**config.mk**
```make
export PLATFORM = sky130hd
export DESIGN_NAME = regfile_mp
export DESIGN_NICKNAME = d
export VERILOG_FILES = /design/src/rtl/regfile_pkg.sv /design/src/rtl/regfile_scoreboard.sv /design/src/rtl/regfile_mp.sv
export SDC_FILE = /design/constraint.sdc
export NUM_CORES = 2
export LEC_CHECK = 0
export ABC_AREA = 0
export BUFFER_PORTS_ARGS = -buffer_cell sky130_fd_sc_hd__buf_4
export CORE_MARGIN = 3
export CORE_UTILIZATION = 45
export CTS_CLUSTER_DIAMETER = 50
export CTS_CLUSTER_SIZE = 10
export DETAILED_ROUTE_END_ITERATION = 8
export HOLD_SLACK_MARGIN = 0.03
export PLACE_DENSITY = 0.72
export SKIP_LAST_GASP = 1
export SYNTH_ARGS = -nofsm -noshare
export SYNTH_HDL_FRONTEND = slang
export SYNTH_SLANG_ARGS = --single-unit
```
**constraint.sdc**
```tcl
create_clock -name clk -period 3.8 [get_ports clk]
set_input_delay 0.38 -clock clk [delete_from_list [all_inputs] [get_ports clk]]
set_output_delay 0.38 -clock clk [all_outputs]
set_load 0.05 [all_outputs]
```
**src/rtl/regfile_pkg.sv**
```systemverilog
// rtl/regfile_pkg.sv - shared defaults, types and constants for the multi-port register file
package regfile_pkg;

  localparam int XLEN_DEF  = 32;
  localparam int NREGS_DEF = 32;

  typedef logic [XLEN_DEF-1:0]          word_t;
  typedef logic [$clog2(NREGS_DEF)-1:0] reg_addr_t;

  // Architectural x0: reads as zero, never written, never pending
  localparam int ZERO_REG = 0;

endpackage

```
**src/rtl/regfile_scoreboard.sv**
```systemverilog
// rtl/regfile_scoreboard.sv - pending-write scoreboard with per-read-port lookup
module regfile_scoreboard
  import regfile_pkg::*;
#(
  parameter int NREGS = NREGS_DEF,
  parameter int NRD   = 2,
  parameter int AW    = $clog2(NREGS)
) (
  input  logic              clk,
  input  logic              rst_n,
  input  logic              iss_en,
  input  logic [AW-1:0]     iss_addr,
  input  logic              wr_en,
  input  logic [AW-1:0]     wr_addr,
  input  logic [NRD*AW-1:0] rd_addr,
  output logic [NRD-1:0]    lk_pending
);

  logic [NREGS-1:0] pending;
  logic [NREGS-1:0] pending_nxt;

  // Retire clears, issue sets afterwards so it wins on a same-address collision; x0 never pends
  always_comb begin
    pending_nxt = pending;
    if (wr_en) begin
      pending_nxt[wr_addr] = 1'b0;
    end
    if (iss_en) begin
      pending_nxt[iss_addr] = 1'b1;
    end
    pending_nxt[ZERO_REG] = 1'b0;
  end

  // Pending vector; reset discards every in-flight issue
  always_ff @(posedge clk or negedge rst_n) begin
    if (!rst_n) begin
      pending <= '0;
    end else begin
      pending <= pending_nxt;
    end
  end

  // Pre-edge pending state for each read port's address, x0 masked explicitly
  always_comb begin
    lk_pending = '0;
    for (int i = 0; i < NRD; i++) begin
      lk_pending[i] = (rd_addr[i*AW +: AW] != AW'(ZERO_REG)) && pending[rd_addr[i*AW +: AW]];
    end
  end

endmodule

```
**src/rtl/regfile_mp.sv**
```systemverilog
// rtl/regfile_mp.sv - NRD-read/1-write register file with scoreboard; REGFILE_BYPASS_EN adds write-to-read forwarding
module regfile_mp
  import regfile_pkg::*;
#(
  parameter int XLEN  = XLEN_DEF,
  parameter int NREGS = NREGS_DEF,
  parameter int NRD   = 2,
  parameter int AW    = $clog2(NREGS)
) (
  input  logic                clk,
  input  logic                rst_n,
  input  logic [NRD-1:0]      rd_en,
  input  logic [NRD*AW-1:0]   rd_addr,
  output logic [NRD*XLEN-1:0] rd_data,
  output logic [NRD-1:0]      rd_pending,
  input  logic                iss_en,
  input  logic [AW-1:0]       iss_addr,
  input  logic                wr_en,
  input  logic [AW-1:0]       wr_addr,
  input  logic [XLEN-1:0]     wr_data,
  input  logic [AW-1:0]       dbg_addr,
  output logic [XLEN-1:0]     dbg_data
);

  logic [XLEN-1:0] regs      [NREGS];
  logic [XLEN-1:0] rd_word   [NRD];
  logic [XLEN-1:0] rd_data_q [NRD];
  logic [NRD-1:0]  rd_pend_nxt;
  logic [NRD-1:0]  rd_pending_q;
  logic [NRD-1:0]  sb_pending;
  logic [XLEN-1:0] dbg_word;
  logic [XLEN-1:0] dbg_data_q;
  logic            wr_hit;

  // A write to x0 is dropped entirely, both for storage and for the scoreboard
  assign wr_hit = wr_en && (wr_addr != AW'(ZERO_REG));

  regfile_scoreboard #(
    .NREGS (NREGS),
    .NRD   (NRD),
    .AW    (AW)
  ) u_scoreboard (
    .clk        (clk),
    .rst_n      (rst_n),
    .iss_en     (iss_en),
    .iss_addr   (iss_addr),
    .wr_en      (wr_hit),
    .wr_addr    (wr_addr),
    .rd_addr    (rd_addr),
    .lk_pending (sb_pending)
  );

  // Storage array; x0 is never written so it keeps its reset value of zero
  always_ff @(posedge clk or negedge rst_n) begin
    if (!rst_n) begin
      for (int k = 0; k < NREGS; k++) begin
        regs[k] <= '0;
      end
    end else if (wr_hit) begin
      regs[wr_addr] <= wr_data;
    end
  end

  // Value and pending bit each read port captures at the next edge
  always_comb begin
    rd_pend_nxt = '0;
    for (int i = 0; i < NRD; i++) begin
      rd_word[i]     = regs[rd_addr[i*AW +: AW]];
      rd_pend_nxt[i] = sb_pending[i];
`ifdef REGFILE_BYPASS_EN
      if (wr_hit && (rd_addr[i*AW +: AW] == wr_addr)) begin
        rd_word[i]     = wr_data;
        rd_pend_nxt[i] = iss_en && (iss_addr == wr_addr);
      end
`endif
    end
  end

  // Debug lookup, forwarded the same way as the read ports when bypass is built in
  always_comb begin
    dbg_word = regs[dbg_addr];
`ifdef REGFILE_BYPASS_EN
    if (wr_hit && (dbg_addr == wr_addr)) begin
      dbg_word = wr_data;
    end
`endif
  end

  // Registered read ports; a port with its enable low holds its last result
  always_ff @(posedge clk or negedge rst_n) begin
    if (!rst_n) begin
      for (int i = 0; i < NRD; i++) begin
        rd_data_q[i] <= '0;
      end
      rd_pending_q <= '0;
    end else begin
      for (int i = 0; i < NRD; i++) begin
        if (rd_en[i]) begin
          rd_data_q[i]    <= rd_word[i];
          rd_pending_q[i] <= rd_pend_nxt[i];
        end
      end
    end
  end

  // Debug port samples every cycle
  always_ff @(posedge clk or negedge rst_n) begin
    if (!rst_n) begin
      dbg_data_q <= '0;
    end else begin
      dbg_data_q <= dbg_word;
    end
  end

  // Pack per-port results onto the flat output buses
  always_comb begin
    rd_data = '0;
    for (int i = 0; i < NRD; i++) begin
      rd_data[i*XLEN +: XLEN] = rd_data_q[i];
    end
  end

  assign rd_pending = rd_pending_q;
  assign dbg_data   = dbg_data_q;

endmodule

```
==> impl_metrics.py <==
metrics = {
    "logic_synthesis": {
        "ys_warn_count": 0,
        "synth-edff-count": 0,
        "synth-seq-area-share": 0.421,
        "synthFlopType": "dfrtp_1",
        "synth_nets": 5155,
        "synthArstFlopShare": 1.00,
        "netlist-cell-type-count": 42,
        "syn-cell-area_sq_mm": 0.0685,
        "yosys_register_bits": 1153,
        "synthCells": 5092,
        "avgSynthCellArea_sq_um": 13.5,
    },
    "power_and_ir_drop": {
        "p_leak_uw": 0.0332,
        "power_density_mw_per_mm2": 523,
        "ir_drop_mv": 0.397,
    },
    "timing": {
        "fin_crit_ns": 2.05,
        "maxSlewViolCount": 0,
        "relSlewSlack": 0.200,
        "post-route-period-util": 0.539,
        "tightest_slew_ns": 1.20,
        "setup_viol": 0,
        "final.setup.tns_ns": 0,
        "clock_skew_ns": 0.0271,
        "max_freq_mhz": 488,
        "hold_viol": 0,
        "rsz0062_at_grt": "false",
        "hold_ws_ns": 0.0895,
    },
    "worst_hold_path": {
        "min_path_type": "in -> reg",
    },
    "global_routing": {
        "antenna_found_initial": 16,
        "met1_usage": 0.406,
        "grt_use_met2": 0.439,
        "grt_pass1_wl_um": 350000,
        "grt_max_degree": 114,
        "grt_usage": 0.303,
        "met3_usage": 0.0964,
        "grt_pass1_vias": 50100,
        "grt_overflow_total": 0,
        "grt-busiest-layer": "met2",
    },
    "floorplan": {
        "die_h_um": 396,
        "io_pins": 161,
        "core_area_sq_mm": 0.150,
        "chipWidth_um": 396,
        "start_util": 0.455,
        "num_rows": 142,
        "die-area_sq_mm": 0.157,
    },
    "placement": {
        "port_buffers": 160,
        "place.gp.congestion": 0.870,
        "hpwl_um": 137000,
    },
    "cells_and_area": {
        "drive_above_1_share": 0.443,
        "nets": 5096,
        "area_growth_pct": 12.0,
    },
    "critical_path": {
        "cp-start-kind": "input pin",
        "arrival_ns": 2.66,
        "path_class": "in -> reg",
        "crit_path_end_kind": "flip-flop",
        "cp_data_required_time_ns": 4.41,
        "crit_fanout": 59,
    },
    "drt": {
        "routedWlPerCell_um": 33.7,
        "via_per_inst": 7.01,
        "wirelength_um": 239000,
        "ant_nets": 0,
        "drc": 0,
        "vias": 49800,
        "drtIter0Drc": 6852,
        "drtPass1Iterations": 8,
    },
    "clock_tree": {
        "cts_tree": "yes",
        "clkTransAtPathRegs_ns": 0.06,
        "cts_num_sinks": 1153,
        "clock-root-buffer": "clkbuf_16",
        "clk_path_buf_depth": 3,
        "postCtsSetupRepairBufs": 0,
        "insertion_delay_ns": 0.78,
        "numCtsBuffers": 144,
        "h-tree-depth": 4,
    },
    "run": {
        "drv_cap": 0,
    },
    "run_status": {
        "status": "finished, final reports clean",
    },
}
[per-stage QoR]
step | cell area, sq um | util | cells | total power [uW] | setup WS, ns
6_report | 76800 | 0.510 | 7110 | 40100 | 1.75
3_5_place_dp | 72300 | 0.480 | 6891 | 26900 | 1.07
5_1_grt | 76700 | 0.510 | 7103 | 41600 | 1.76
3_3_place_gp | 72300 | 0.480 | 6891 | 26600 | 1.08
4_1_cts | 76700 | 0.510 | 7101 | 40000 | 1.78
2_1_floorplan | 68500 | - | 5092 | 23700 | 1.53
[worst paths after layout]
path / start / slack, ns / endpoint / depth (start not counted)
max: rd_addr[0] / 1.75 / rd_data[16] / 6
min: wr_data[15] / 0.09 / regs[719] / 2
max reg2reg: regs[134] / 1.94 / dbg_data[6] / 3
min reg2reg: regs[1019] / 0.43 / regs[1019] / 0
max in group asynchronous: rst_n / 2.26 / regs[180] / 3
min in group asynchronous: rst_n / 0.24 / regs[704] / 2
[what timing repair did]
item,4_1_cts,5_1_grt
endpoints found under the hold margin,105,0
hold buffers,12,0
gates resized for setup,0,0
[critical path, stage by stage]
cell and delay, ns:
buf_8 0.26, nor2_4 0.76, buf_4 0.58, a22oi_1 0.18, a31oi_1 0.27, a32oi_1 0.10
[logic make-up (layout without fill, tap and decap cells)]
family,count (synthesis),in the layout,synth area share
AO/OA/AOI/OAI,596,596,0.0563
buffers and inverters,590,583,0.0365
flip-flops,1153,1153,0.421
multiplexers,2236,2236,0.453
other,0,9,0
AND/OR/NAND/NOR,517,517,0.0332
[report_power, final]
part           total [uW]  internal (uW)  switching, uW  leakage, uW
registers           17200          14600           2580       0.0147
clock network       13100           7780           5320      0.00212
logic                9800           5380           4420       0.0163
total               40100          27800          12300       0.0332
[per-layer routing]
metal,wire (um),vias to the layer above
met3,30000,792
met1,91300,25900
met4,14300,8
li1,-,19500
met2,104000,3632
met5,55,-
[cells in the final DEF, fill, tap and decap left out, types with 3 or more instances in the layout]
cell type      count
buf_12            56
buf_8              5
mux2i_1          562
dlygate4sd3_1     12
buf_6              5
inv_6              7
clkbuf_8          12
bufinv_16          7
nor2_4            17
o21ai_0          116
nand3_1           68
inv_1             30
buf_4            275
clkbuf_16        151
clkinv_2           5
a21oi_1          162
a32oi_1           65
nor2_1            66
clkinv_4           3
clkbuf_1          12
a211o_1           33
a22o_1            16
nand2_1          265
and3_1             3
a22oi_1          130
a311oi_1           6
diode_2            9
nor2b_4            7
nand2_4           15
nand3b_1           8
mux4_2           583
mux2_2          1091
o22ai_1            3
nor3b_1            8
or3_1             32
a31oi_1           58
nor2b_1            7
dfrtp_1         1153
and3b_1            3
[sequential cells by signal (all words and copies together), names as in the netlist]
name	cells
rd_pending	2
dbg_data	32
regs	1024
rd_data	64
u_scoreboard.pending	31
[synth_stat cells, types with 4 or more instances]
cell      count  area (sq um)
a21oi_1     162           811
nor3b_1      10          75.1
mux2_2     1091         12300
mux4_2      583         13100
nor2b_1      14          87.6
a32oi_1      65           569
clkbuf_1    339          1270
dfrtp_1    1153         28900
nand3_1      68           340
nand2_1     280          1050
or3_1        32           200
a22o_1       16           140
a211o_1      33           289
a22oi_1     130           976
buf_1        79           297
nor2_1       83           312
and2_1        4          25.0
inv_1        31           116
buf_4        27           203
buf_2       106           531
o21ai_0     116           581
buf_6         7          78.8
a31oi_1      58           363
a311oi_1      6          52.6
nand3b_1      8          60.1
mux2i_1     562          5630
[cell type report]
cell class                      count  area [sq um]
Clock buffer                      175          3990
Tap cell                         2016          2520
Inverter                           32           123
Multi-Input combinational cell   3349         37500
Antenna cell                        9          22.5
Timing Repair Buffer              353          3440
Fill cell                       12400         73700
Clock inverter                     23           330
Sequential cell                  1153         28900
No activity file was read; power rests on OpenSTA's default activity.
